File: config.mk
export PLATFORM = sky130hd
export DESIGN_NAME = gemm_seq_param
export DESIGN_NICKNAME = d
export VERILOG_FILES = /design/src/rtl/gemm_pkg.sv /design/src/rtl/gemm_mac_lane.sv /design/src/rtl/gemm_seq_param.sv
export SDC_FILE = /design/constraint.sdc
export NUM_CORES = 1
export LEC_CHECK = 0
export ABC_AREA = 1
export CAP_MARGIN = 10
export CORE_UTILIZATION = 39
export CTS_BUF_LIST = sky130_fd_sc_hd__clkbuf_4 sky130_fd_sc_hd__clkbuf_8 sky130_fd_sc_hd__clkbuf_16
export DETAILED_ROUTE_END_ITERATION = 7
export PLACE_DENSITY = 0.66
export SETUP_SLACK_MARGIN = 0.02
export SLEW_MARGIN = 10
export SYNTH_ARGS = -nofsm -noshare
export SYNTH_HDL_FRONTEND = slang
export SYNTH_SLANG_ARGS = --single-unit
File: constraint.sdc
create_clock -name clk -period 18.9 [get_ports clk]
set_input_delay 5.67 -clock clk [delete_from_list [all_inputs] [get_ports clk]]
set_output_delay 5.67 -clock clk [all_outputs]
set_load 0.005 [all_outputs]
File: src/rtl/gemm_pkg.sv
// Shared definitions for the parametrised GEMM sequencer: FSM state encoding
// and the compile-time width helpers used by the top and the MAC lanes.
package gemm_pkg;

  localparam logic [2:0] S_IDLE  = 3'd0;
  localparam logic [2:0] S_ISSUE = 3'd1;
  localparam logic [2:0] S_DRAIN = 3'd2;
  localparam logic [2:0] S_WRITE = 3'd3;
  localparam logic [2:0] S_DONE  = 3'd4;

  // Ceiling log2; clog2(1) == 0.
  function automatic int clog2(input int value);
    int result;
    result = 0;
    for (int i = 0; i < 31; i++) begin
      if ((1 << i) < value) result = i + 1;
    end
    return result;
  endfunction

  // Accumulator width that cannot overflow for n signed dw x dw products.
  function automatic int accw(input int dw, input int n);
    return 2 * dw + clog2(n);
  endfunction

endpackage

File: src/rtl/gemm_mac_lane.sv
// One signed multiply-accumulate lane: acc = (first ? 0 : acc) + a*b when en,
// with both operands sign-extended to the accumulator width.
module gemm_mac_lane
  import gemm_pkg::*;
#(
  parameter int DW   = 8,
  parameter int ACCW = 19
) (
  input  logic            clk,
  input  logic            reset,
  input  logic            en,
  input  logic            first,
  input  logic [DW-1:0]   a,
  input  logic [DW-1:0]   b,
  output logic [ACCW-1:0] acc
);

  logic signed [ACCW-1:0] acc_q, acc_d;
  logic signed [ACCW-1:0] a_ext, b_ext;

  // NOTE: every signal written here gets a default first, so no latch is inferred.
  always_comb begin
    a_ext = ACCW'($signed(a));
    b_ext = ACCW'($signed(b));
    acc_d = acc_q;
    if (en) acc_d = (first ? '0 : acc_q) + a_ext * b_ext;
  end

  // NOTE: state updates use non-blocking assignments; the accumulator is a
  // plain register (not a memory), so it is cleared by reset like any flop.
  always_ff @(posedge clk) begin
    if (reset) acc_q <= '0;
    else       acc_q <= acc_d;
  end

  assign acc = acc_q;

endmodule

File: src/rtl/gemm_seq_param.sv
// Parametrised C = A x B sequencer: issues N reads per row block, accumulates
// in LANES parallel MAC lanes, writes one packed C word per block.
module gemm_seq_param
  import gemm_pkg::*;
#(
  parameter int N     = 8,
  parameter int DW    = 8,
  parameter int LANES = 1,
  parameter int CNTW  = 16
) (
  input  logic                              clk,
  input  logic                              reset,
  input  logic                              start,
  output logic [clog2(N*N)-1:0]             a_addr,
  input  logic [DW-1:0]                     a_rdata,
  output logic [clog2(N*N/LANES)-1:0]       b_addr,
  input  logic [LANES*DW-1:0]               b_rdata,
  output logic                              c_we,
  output logic [clog2(N*N/LANES)-1:0]       c_addr,
  output logic [LANES*accw(DW, N)-1:0]      c_wdata,
  output logic                              busy,
  output logic                              done,
  output logic [CNTW-1:0]                   clock_count
);

  localparam int ACCW = accw(DW, N);
  localparam int KW   = clog2(N);
  localparam int NCB  = N / LANES;
  localparam int CBW  = (NCB > 1) ? clog2(NCB) : 1;
  localparam int BW   = clog2(N * N / LANES);

  logic [2:0]      state_q, state_d;
  logic [KW-1:0]   row_q, row_d;
  logic [KW-1:0]   k_q, k_d;
  logic [CBW-1:0]  cb_q, cb_d;
  logic [CNTW-1:0] cnt_q, cnt_d;
  logic            valid_q, valid_d;
  logic            first_q, first_d;
  logic            last_k, last_cb, last_row;

  assign busy = (state_q == S_ISSUE) || (state_q == S_DRAIN) || (state_q == S_WRITE);

  always_comb begin
    state_d  = state_q;
    row_d    = row_q;
    k_d      = k_q;
    cb_d     = cb_q;
    cnt_d    = cnt_q;
    last_k   = (k_q == KW'(N - 1));
    last_cb  = (cb_q == CBW'(NCB - 1));
    last_row = (row_q == KW'(N - 1));

    if (busy && (cnt_q != '1)) cnt_d = cnt_q + CNTW'(1);

    case (state_q)
      S_IDLE, S_DONE: begin
        if (start) begin
          state_d = S_ISSUE;
          row_d   = '0;
          cb_d    = '0;
          k_d     = '0;
          cnt_d   = '0;
        end
      end
      S_ISSUE: begin
        k_d = k_q + KW'(1);
        if (last_k) state_d = S_DRAIN;
      end
      S_DRAIN: state_d = S_WRITE;
      S_WRITE: begin
        k_d = '0;
        if (last_cb) begin
          cb_d  = '0;
          row_d = row_q + KW'(1);
        end else begin
          cb_d = cb_q + CBW'(1);
        end
        state_d = (last_cb && last_row) ? S_DONE : S_ISSUE;
      end
      default: state_d = S_IDLE;
    endcase

    // Read data returns one cycle after issue; first tags the k=0 operands.
    valid_d = (state_q == S_ISSUE);
    first_d = (state_q == S_ISSUE) && (k_q == '0);
  end

  always_ff @(posedge clk) begin
    if (reset) begin
      state_q <= S_IDLE;
      row_q   <= '0;
      k_q     <= '0;
      cb_q    <= '0;
      cnt_q   <= '0;
      valid_q <= 1'b0;
      first_q <= 1'b0;
    end else begin
      state_q <= state_d;
      row_q   <= row_d;
      k_q     <= k_d;
      cb_q    <= cb_d;
      cnt_q   <= cnt_d;
      valid_q <= valid_d;
      first_q <= first_d;
    end
  end

  assign a_addr      = {row_q, k_q};
  assign b_addr      = BW'(k_q) * BW'(NCB) + BW'(cb_q);
  assign c_addr      = BW'(row_q) * BW'(NCB) + BW'(cb_q);
  assign c_we        = (state_q == S_WRITE);
  assign done        = (state_q == S_DONE);
  assign clock_count = cnt_q;

  for (genvar l = 0; l < LANES; l++) begin : g_lane
    gemm_mac_lane #(
      .DW  (DW),
      .ACCW(ACCW)
    ) u_lane (
      .clk  (clk),
      .reset(reset),
      .en   (valid_q),
      .first(first_q),
      .a    (a_rdata),
      .b    (b_rdata[l*DW +: DW]),
      .acc  (c_wdata[l*ACCW +: ACCW])
    );
  end

endmodule

Yosys cells after proc, flatten, opt, wreduce, memory -nomap -nowiden:

Index checks and enable logic that the tools add are counted.

* add/subtract/negate cells: 7
* $mul: 1
* equal/unequal tests: 11
* mux-type cells: 14
* reductions and logical operators: 14

Operators with widths (number)
* $mux 16: 3
* $add 19x19->19: 1
* $mux 19: 1
* $mux 3: 6
* $add 16x1->16 const B: 1
* $mul 8x8->16: 1
* $ne 16x16->1 const B: 1
* $add 6x3->6: 2
* $eq 3x3->1 const B: 4
* $pmux 3 s2: 2
* $pmux 3 s4: 1
* $add 3x1->3 const B: 3
* $pmux 3 s3: 1
* $eq 3x2->1 const B: 2
* $logic_not 3->1: 2
* $reduce_and 2->1: 3
* $ne 2x1->1 const B: 2
* $eq 3x1->1 const B: 1
* $logic_and 1x1->1: 3
* $reduce_and 3->1: 1
* $reduce_bool 3->1: 1
* $logic_or 1x1->1: 2
* $ne 2x2->1 const B: 1
* $reduce_bool 2->1: 1
* $reduce_or 2->1: 1

* register bits after elaboration: 49
* input bits: 19
* output and inout bits: 56
* logic and storage cells: 55

Logic depth before layout (Yosys ltp):

Gate-level depths: netlist of the first run.

* word-level depth: 7
* mapped depth: 33
* depth with buffers taken out: 32

Cells and area by module:

Synthesis of the first run repeated with hierarchy kept, for this count alone.

* cell total of the unflattened synthesis: 931
* area, all modules: 6339.8 µm²

By module, submodules not included
* gemm_mac_lane: times used 1, cells an instance 681, area an instance 4599.4 µm², seq. area each 380.4 µm²
* gemm_seq_param: times used 1, cells an instance 250, area an instance 1740.4 µm², seq. area each 600.6 µm²

Worst setup path before layout of the first run:

No wires, ideal clock.

* path type: input port to flip-flop
* start point: input a_rdata[0]
* end point: register g_lane[0].u_lane.acc_q[17]
* setup time: 117 ps
* data arrival time: 10708 ps
* data required time: 18783 ps
* slack: 8075 ps
* stages: 30
* path buffers: 1
* path through: clkbuf_1 -> or2_2 -> fa_1 -> fa_1 -> inv_1 -> fa_1 -> inv_1 -> fa_1 -> inv_1 -> ha_1 -> a21oi_1 -> nand2_1 -> nand4_1 -> o211ai_1 -> nand2_1 -> nand2_1 -> a21oi_1 -> xnor2_1 -> ha_1 -> nand2_1 -> nor4_1 -> nand2_1 -> nand2_1 -> inv_1 -> nor2_1 -> nand3_1 -> nand3_1 -> nand2_1 -> nor2_1 -> nor2_1

* longest elaborated chain between the ends: 2

RTL lines
* from (decl): RTL line gemm_seq_param.sv:15 `input logic [DW-1:0] a_rdata,`
* $mul 8x8->16: RTL line gemm_mac_lane.sv:26 `if (en) acc_d = (first ? '0 : acc_q) + a_ext * b_ext;`
* $add 19x19->19: RTL line gemm_mac_lane.sv:26
* to (signal assigned): RTL line gemm_mac_lane.sv:32 `if (reset) acc_q <= '0;`
* to (signal assigned): RTL line gemm_mac_lane.sv:33 `else acc_q <= acc_d;`
* to (decl): RTL line gemm_mac_lane.sv:18 `logic signed [ACCW-1:0] acc_q, acc_d;`

No other way between the ends.
A chain may end at the register's enable or synchronous reset.

Final worst setup path of the first run:

* start point: input b_rdata[7]
* end point: register g_lane[0].u_lane.acc_q[17]

* longest elaborated chain between the ends: 2

RTL lines
* from (decl): RTL line gemm_seq_param.sv:17 `input logic [LANES*DW-1:0] b_rdata,`
* $mul 8x8->16: RTL line gemm_mac_lane.sv:26
* $add 19x19->19: RTL line gemm_mac_lane.sv:26

No other way between the ends.

==> results of run 1 <==
## layout by cell type, fill, tap and decap left out, types with 10 or more instances in the layout
| cell type | count |
|---|---|
| inv_1 | 221 |
| nand2_1 | 146 |
| clkdlybuf4s50_1 | 74 |
| nor2_1 | 72 |
| fa_1 | 56 |
| ha_1 | 55 |
| a21oi_1 | 54 |
| dfxtp_1 | 49 |
| nand3_1 | 41 |
| o21ai_0 | 25 |
| xor2_1 | 20 |
| xnor2_1 | 10 |
## critical path: cells and delay by family
kind / cells / cell delay [ps]
AO/OA/AOI/OAI: 3 / 450
AND/OR/NAND/NOR: 15 / 1670
adder cells (fa/ha/maj): 6 / 2830
buffers and inverters: 6 / 860
XOR/XNOR: 1 / 90
## power by group through the flow
stage / Clock [W] / Combinational [W] / Sequential (W)
2_1_floorplan: 0 / 0.000525 / 0.000118
3_3_place_gp: 0 / 0.000653 / 0.000120
3_5_place_dp: 0 / 0.000657 / 0.000120
4_1_cts: 0.0000960 / 0.000664 / 0.000118
5_1_grt: 0.000101 / 0.000769 / 0.000119
6_report: 0.0000925 / 0.000663 / 0.000118
## registers in the layout, summed over array words and instances (netlist names)
signal and flops:
g_lane.u_lane.acc 19, clock_count 16, cb_q 3, k_q 3, row_q 3, state_q 3
first_q 1, valid_q 1
## metal layers
metal	GRT usage (%)	share of wire [%]	vias to the layer above
li1	-	-	2621
met1	23.3	49	2280
met2	27.3	45	93
met3	2.88	4.9	11
met4	3.52	0.96	0
met5	0	0	-
## worst max-delay path by stage
| stage | depth (start not counted) | to | startpoint |
|---|---|---|---|
| after floorplan | 30 | g_lane[0].u_lane.acc[17] | a_rdata[0] |
| after global placement | 31 | g_lane[0].u_lane.acc[17] | b_rdata[7] |
| after detailed placement | 31 | g_lane[0].u_lane.acc[17] | b_rdata[7] |
| after CTS | 31 | g_lane[0].u_lane.acc[17] | b_rdata[7] |
| after global routing | 31 | g_lane[0].u_lane.acc[17] | b_rdata[7] |
| final | 31 | g_lane[0].u_lane.acc[17] | b_rdata[7] |
## per-stage QoR
stage	setup slack (ps)	std cells	power (W)	area [sq um]	hold slack (ps)
after floorplan	8070	840	0.000643	5890	455
after global placement	7330	1065	0.000773	6700	464
after detailed placement	7250	1065	0.000777	6700	467
after CTS	7520	1073	0.000878	6860	484
after global routing	6970	1073	0.000989	6860	511
final	7510	1073	0.000873	6860	475
## logic make-up after synthesis
logic type,Yosys count
compound gates,102
xor+xnor,30
buf+inv,255
simple gates,293
flops,49
fa+ha+maj,111
## layout make-up
cell class,instances,area (sq um)
Inverter,222,833
Sequential cell,49,981
Fill cell,1525,7790
Tap cell,184,230
Clock inverter,3,26.3
Clock buffer,5,125
Multi-Input combinational cell,536,3920
Timing Repair Buffer,74,741
==> impl_metrics.csv, run 1 <==
group,metric,value,unit
outcome,status,"finished, violations left",
outcome,violations,"design-rule violations",
synthesis,synth_top_cell_area_share,19.0,%
synthesis,syn_inst,840,
routing,antenna_left,0,
power_and_ir_drop,p_seq_share,13.5,%
synthesis,async_reset_ff_share,0,%
clocking,cts.sinks,49,
synthesis,synth-edff-count,0,
floorplan,rows,44,
critical_path,reg2regPathDepth,16,
finish,fin_nets,1018,
sta,fin_crit,11390,ps
synthesis,netlist_area,5890,sq um
floorplan,die_x,125,um
global_routing,grt_pass1_wl,21700,um
power_and_ir_drop,pwr-share-clk,10.6,%
clocking,post_cts_resize_count,0,
power_and_ir_drop,combinationalPowerShare,75.9,%
routing,routed_wl,12500,um
routing,wire_per_inst,11.6,um
critical_path,cp_slowest_cell,"fa_1",
clocking,cts_tree,"done",
routing,drtIter0Drc,198,
clocking,clock_latency,300,ps
global_routing,grt_pass1_vias,4683,
power_and_ir_drop,power.leakage,3.62,nW
clocking,clk_path_buf_depth,2,
floorplan,die-area,15600,sq um
synthesis,ys_top_cells_by_count,"221 x inv_1, 146 x nand2_1, 72 x nor2_1, 56 x fa_1, 55 x ha_1",
synthesis,synth_nets,970,
synthesis,synthTopCellsByArea,"fa_1 19%, dfxtp_1 17%, inv_1 14%, ha_1 12%, nand2_1 9.3%",
critical_path,r2r_slack,16040,ps
synthesis,synth_mux_area_share,0,%
clocking,path_clk_slew,70,ps
floorplan,io_pins,75,
power_and_ir_drop,p_switching,0.000457,W
power_and_ir_drop,sw_frac_of_total,52.4,%
synthesis,synth_cell_types,37,
floorplan,start_util,40.2,%
critical_path,worstSetupPathType,"input port to flip-flop",
routing,first_pass_iters,7,
hold_path,holdCritStartpoint,"k_q[2]",
placed_design,dp_hpwl,10100,um
critical_path,start_kind,"input port",
power_and_ir_drop,ir_worst_vdd,0.0000644,V
sta,finalHoldViolCount,0,
synthesis,yosysSeqAreaShare,16.7,%
critical_path,r2r_end,"g_lane[0].u_lane.acc[12]",
sta,relSlewSlack,43.1,%
synthesis,synth-compound-area-share,9.71,%
critical_path,critPathMaxStageDelay,550,ps
sta,period_share,60.3,%
finish,drive_above_1_share,3.26,%
hold_path,min_delay_worst_endpoint,"first_q",
synthesis,synth-simple-area-share,21.6,%
sta,setup_violations,0,
routing,drc,8,
synthesis,synthFlopType,"dfxtp_1",
critical_path,worstPathMaxFanout,8,
critical_path,cp.arrival,11580,ps
sta,timing.fmax,87.8,MHz
global_routing,overflow,0,
sta,drv_slew,0,
routing,num_vias,5005,
power_and_ir_drop,p_int,0.000416,W
synthesis,synth_top_family_by_area,"adder cells",
synthesis,synth-seq-cells,49,
finish,synthToLayoutAreaGrowth,16.4,%
clocking,cts_setup_buffers,0,
synthesis,synth.avg_cell_area,7.01,sq um
synthesis,synth_xor_area_share,4.46,%
critical_path,required,19090,ps
sta,worst_pin_slew,851,ps
finish,final_util,46.8,%
power_and_ir_drop,power_density,127,nW/um^2
critical_path,worstSetupEndpointType,"flip-flop",
floorplan,chipHeight,125,um
clocking,cts.htree.levels,2,
floorplan,design.core.area,14600,sq um
placed_design,gp_congestion,0.902,
synthesis,synth_warnings,0,
clocking,hold_buffers,0,
sta,tns,0,ps
synthesis,synth-adder-area-share,30.7,%
synthesis,post-synth-top-area-cell,"fa_1",
hold_path,hold_path_depth,1,
sta,fin_skew,9.52,ps
critical_path,r2r-start,"first_q",
global_routing,track_usage,16.8,%
hold_path,hold_path_class,"flip-flop to flip-flop",
critical_path,path_common_cell,"nand2_1",
synthesis,synth.most_common_cell,"inv_1",
clocking,numCtsBuffers,5,
routing,viasPerCell,4.66,
finish,diodes,0,
clocking,root_buffer,"clkbuf_16",
job,drv_cap,0,
global_routing,antenna_found_initial,0,
sta,rsz0062_at_grt,"no",
placed_design,port-buffer-count,74,
global_routing,grt_max_degree,25,
Note: power is estimated with default switching activity, not from simulation.
==> inputs of run 2 (changes only) <==
==> constraint.sdc (replaced) <==
create_clock -name clk -period 10.75 [get_ports clk]
set_input_delay 3.225 -clock clk [delete_from_list [all_inputs] [get_ports clk]]
set_output_delay 3.225 -clock clk [all_outputs]
set_load 0.005 [all_outputs]
==> run 2 against run 1 <==
The flow still finishes with violations (design-rule violations); global-route usage grew 0.079 points; sequential cell count stayed put; cell count unchanged; combinational power rose by 75%; register-to-register slack got worse by 8100 ps; critical endpoint unchanged.
==> impl_metrics.csv, run 2 (synthesized netlist as in run 1, its figures left out) <==
group,metric,value,unit
global_routing,antenna_found_initial,0,
finish,drive_above_1_share,3.26,%
finish,nFillCells,1517,
sta,period_share,83.4,%
clocking,root_buffer,"clkbuf_16",
clocking,cts_setup_buffers,0,
finish,mostFrequentLayoutCells,"221 x inv_1, 146 x nand2_1, 74 x clkdlybuf4s50_1, 72 x nor2_1, 56 x fa_1",
sta,worst_pin_slew,843,ps
floorplan,design.core.area,14600,sq um
clocking,hold_buffers,0,
power_and_ir_drop,total_power,0.00153,W
routing,drc,8,
routing,wire_per_inst,11.5,um
floorplan,rows,44,
finish,fin_nets,1018,
finish,synthToLayoutAreaGrowth,16.4,%
sta,tns,0,ps
global_routing,overflow,0,
sta,setup_violations,0,
routing,num_vias,4972,
finish,final_util,46.8,%
clocking,cts.sinks,49,
sta,fin_skew,9.55,ps
finish,largest_reg_flops,19,
floorplan,die_x,125,um
power_and_ir_drop,ir_worst_vdd,0.000132,V
power_and_ir_drop,power.leakage,3.62,nW
clocking,clk_path_buf_depth,2,
critical_path,critPathMaxStageDelay,540,ps
sta,drv_slew,0,
critical_path,critPathLaunch,"b_rdata[7]",
critical_path,r2r-start,"first_q",
critical_path,start_kind,"input port",
clocking,post_cts_resize_count,0,
routing,viasPerCell,4.63,
floorplan,die-area,15600,sq um
clocking,numCtsBuffers,5,
global_routing,track_usage,16.8,%
critical_path,cp_slowest_cell,"fa_1",
sta,rsz0062_at_grt,"no",
outcome,status,"finished, violations left",
critical_path,cp_num_buf_inv,6,
sta,fin_crit,8960,ps
placed_design,port-buffer-count,74,
sta,relSlewSlack,43.6,%
floorplan,chipHeight,125,um
critical_path,path_common_cell,"nand2_1",
hold_path,holdCritStartpoint,"g_lane[0].u_lane.acc[0]",
critical_path,cp.arrival,9150,ps
finish,diodes,0,
global_routing,grt_max_degree,25,
critical_path,worstSetupEndpointType,"flip-flop",
routing,routed_wl,12400,um
critical_path,worstSetupPathType,"input port to flip-flop",
job,drv_cap,0,
sta,timing.fmax,112,MHz
global_routing,grt_pass1_vias,4712,
clocking,clock_latency,300,ps
placed_design,dp_hpwl,10200,um
floorplan,io_pins,75,
global_routing,grt_pass1_wl,21800,um
hold_path,hold_path_class,"flip-flop to flip-flop",
routing,drtIter0Drc,179,
critical_path,required,10940,ps
floorplan,start_util,40.2,%
critical_path,worstPathMaxFanout,8,
clocking,cts_tree,"done",
critical_path,path_delay_family,"adder cells",
routing,first_pass_iters,6,
finish,final_common_cell,"inv_1",
placed_design,gp_congestion,0.902,
outcome,violations,"design-rule violations",
sta,finalHoldViolCount,0,
clocking,path_clk_slew,70,ps
power_and_ir_drop,power_density,223,nW/um^2
clocking,cts.htree.levels,2,
routing,antenna_left,0,
[run 2: cell counts in the layout (fill, tap and decap cells not counted)]
Identical to the previous run, type by type.
[run 2: through the flow]
step	instances	area [sq um]	hold slack [ps]	worst slack, ps
6_report	1073	6860	484	1790
5_1_grt	1073	6860	513	1200
4_1_cts	1073	6860	485	1800
3_5_place_dp	1065	6700	471	1530
3_3_place_gp	1065	6700	464	1630
2_1_floorplan	840	5890	455	2370
[run 2: worst paths after layout]
check                              to  slack [ps]  cells past startpoint
max          g_lane[0].u_lane.acc[17]        1790                     31
min           g_lane[0].u_lane.acc[0]         480                      2
max reg2reg  g_lane[0].u_lane.acc[12]        7920                     16
min reg2reg   g_lane[0].u_lane.acc[0]         480                      2
[run 2: worst min-delay path: cells and delay by family, from the launching register on]
family / cells / cell delay [ps]
buffers and inverters: 1 / 70
flip-flops: 1 / 320
AO/OA/AOI/OAI: 1 / 60
[run 2: final cells by class]
type	instances	area, sq um	area share, %
clock buffers	5	125	1.83
well taps	184	230	3.36
multi-input cells	536	3920	57.2
flip-flops and latches	49	981	14.3
inverters	222	833	12.2
clock inverters	3	26.3	0.383
repair buffers	74	741	10.8
[run 2: report_power, final]
| part | internal (W) | switching, W | total, W |
|---|---|---|---|
| Sequential | 0.000194 | 0.0000130 | 0.000207 |
| Clock | 0.0000879 | 0.0000743 | 0.000162 |
| Combinational | 0.000448 | 0.000711 | 0.00116 |
| Total | 0.000730 | 0.000799 | 0.00153 |
[run 2: routing by layer]
layer  vias up  track usage, %  share of wire [%]
met2        78            27.3                 45
met4         0            3.95               0.92
met1      2256            23.5                 50
li1       2629               -                  -
met3         9            2.62                4.7
met5         -               0                  0
==> inputs of run 3 (changes only) <==
==> constraint.sdc (replaced) <==
create_clock -name clk -period 8.37 [get_ports clk]
set_input_delay 2.511 -clock clk [delete_from_list [all_inputs] [get_ports clk]]
set_output_delay 2.511 -clock clk [all_outputs]
set_load 0.005 [all_outputs]
==> run 3 against run 2 <==
The run still ends with design-rule violations left; clock power up 43%; critical path depth down 1; highest routed layer unchanged; worst setup slack worse by 1400 ps; core utilization up 1.5 points; critical path type unchanged; total power rose by 42%; sequential cell count did not move; via count increased by 1.4%; sequential power up 29%; final area up 3.3%; cell count rose by 2.2%; count of clock-buffer cells in the layout is the same; clock skew shrank 4.0 ps.
==> impl_metrics.csv, run 3 (synthesized netlist as in run 1, its figures left out) <==
group,metric,value,unit
outcome,status,"finished, violations left",
outcome,violations,"design-rule violations",
routing,viasPerCell,4.60,
sta,fin_crit,7960,ps
clocking,numCtsBuffers,5,
global_routing,grt_max_degree,25,
critical_path,path_delay_family,"adder cells",
clocking,root_buffer,"clkbuf_16",
critical_path,critPathMaxStageDelay,650,ps
finish,largest_reg_flops,19,
global_routing,antenna_found_initial,0,
power_and_ir_drop,power_density,306,nW/um^2
placed_design,pre_cts_ws,45.2,ps
sta,finalHoldViolCount,0,
sta,fin_skew,5.53,ps
clocking,path_clk_slew,70,ps
job,drv_cap,0,
routing,drtIter0Drc,237,
clocking,cts.sinks,49,
finish,drive_above_1_share,6.35,%
critical_path,cp.arrival,8150,ps
global_routing,track_usage,16.9,%
sta,tns,0,ps
finish,diodes,0,
placed_design,place_area,6880,sq um
floorplan,start_util,40.2,%
floorplan,rows,44,
routing,antenna_left,0,
routing,drc,8,
sta,timing.fmax,126,MHz
sta,relSlewSlack,41.3,%
power_and_ir_drop,power.leakage,3.78,nW
global_routing,grt_pass1_wl,21900,um
critical_path,required,8550,ps
critical_path,cp_slowest_cell,"clkdlybuf4s50_1",
critical_path,worstSetupPathType,"input port to flip-flop",
critical_path,path_common_cell,"nand2_1",
routing,wire_per_inst,11.4,um
floorplan,die_x,125,um
sta,drv_slew,0,
power_and_ir_drop,total_power,0.00217,W
hold_path,hold_path_class,"flip-flop to flip-flop",
global_routing,overflow,0,
floorplan,die-area,15600,sq um
floorplan,design.core.area,14600,sq um
sta,rsz0062_at_grt,"no",
placed_design,port-buffer-count,74,
sta,worst_pin_slew,878,ps
placed_design,dp_hpwl,10400,um
floorplan,io_pins,75,
global_routing,grt_pass1_vias,4836,
critical_path,start_kind,"input port",
finish,mostFrequentLayoutCells,"221 x inv_1, 146 x nand2_1, 72 x nor2_1, 71 x clkdlybuf4s50_1, 56 x fa_1",
routing,num_vias,5044,
power_and_ir_drop,ir_worst_vdd,0.000167,V
clocking,clk_path_buf_depth,2,
sta,period_share,95.2,%
placed_design,gp_congestion,0.866,
sta,setup_slack,406,ps
critical_path,worstPathMaxFanout,8,
clocking,cts.htree.levels,2,
finish,fin_nets,1042,
clocking,cts_tree,"done",
critical_path,cp_num_buf_inv,5,
clocking,clock_latency,290,ps
routing,routed_wl,12500,um
finish,final_common_cell,"inv_1",
clocking,hold_buffers,0,
finish,fin_area,7080,sq um
sta,setup_violations,0,
routing,first_pass_iters,6,
critical_path,worstSetupEndpointType,"flip-flop",
floorplan,chipHeight,125,um
finish,synthToLayoutAreaGrowth,20.2,%
## run 3: changes by cell type in the layout (fill, tap and decap cells not counted), moves of 2 or more
cell / delta
a21oi_2: +3
a21oi_1: -3
clkinvlp_4: -2
dlymetal6s2s_1: +3
buf_4: +24
clkdlybuf4s50_1: -3
## run 3: routing by layer
| layer | global-route usage [%] | vias to the layer above | routed length [um] |
|---|---|---|---|
| met4 | 3.95 | 0 | 111 |
| met5 | 0 | - | 0 |
| met1 | 23.1 | 2302 | 6180 |
| met2 | 27.9 | 66 | 5700 |
| met3 | 2.66 | 8 | 492 |
| li1 | - | 2668 | - |
## run 3: final timing paths
check                           startpoint                  endpoint  slack, ps  cells past startpoint
worst min register to register      k_q[2]                   first_q        480                      1
worst max-delay path            b_rdata[5]  g_lane[0].u_lane.acc[17]        410                     30
worst max register to register     first_q  g_lane[0].u_lane.acc[12]       5420                     16
worst min-delay path                k_q[2]                   first_q        480                      1
## run 3: area by class of cell
| class | count | area [sq um] |
|---|---|---|
| fill | 1501 | 7560 |
| tap | 184 | 230 |
| clock buffer | 5 | 125 |
| timing repair buffer | 98 | 928 |
| inverter | 222 | 833 |
| multi-input combinational | 536 | 3940 |
| sequential | 49 | 981 |
| clock inverter | 3 | 43.8 |
## run 3: through the flow
stage | std cells | util [%] | hold WS [ps]
after global placement | 1088 | 47.0 | 461
after detailed placement | 1088 | 47.0 | 472
after global routing | 1097 | 48.4 | 494
final | 1097 | 48.4 | 480
after CTS | 1096 | 48.1 | 479
after floorplan | 840 | - | 455
## run 3: what timing repair did
action,CTS,global route
gates resized for setup,0,8
buffers inserted,0,1
setup endpoints to repair,0,4
## run 3: where the power goes
part	total, W	switching, W	leakage (nW)	internal [W]
combinational	0.00167	0.000969	3.30	0.000698
clock	0.000232	0.0000908	0.0842	0.000142
sequential	0.000266	0.0000163	0.399	0.000250
total	0.00217	0.00108	3.78	0.00109
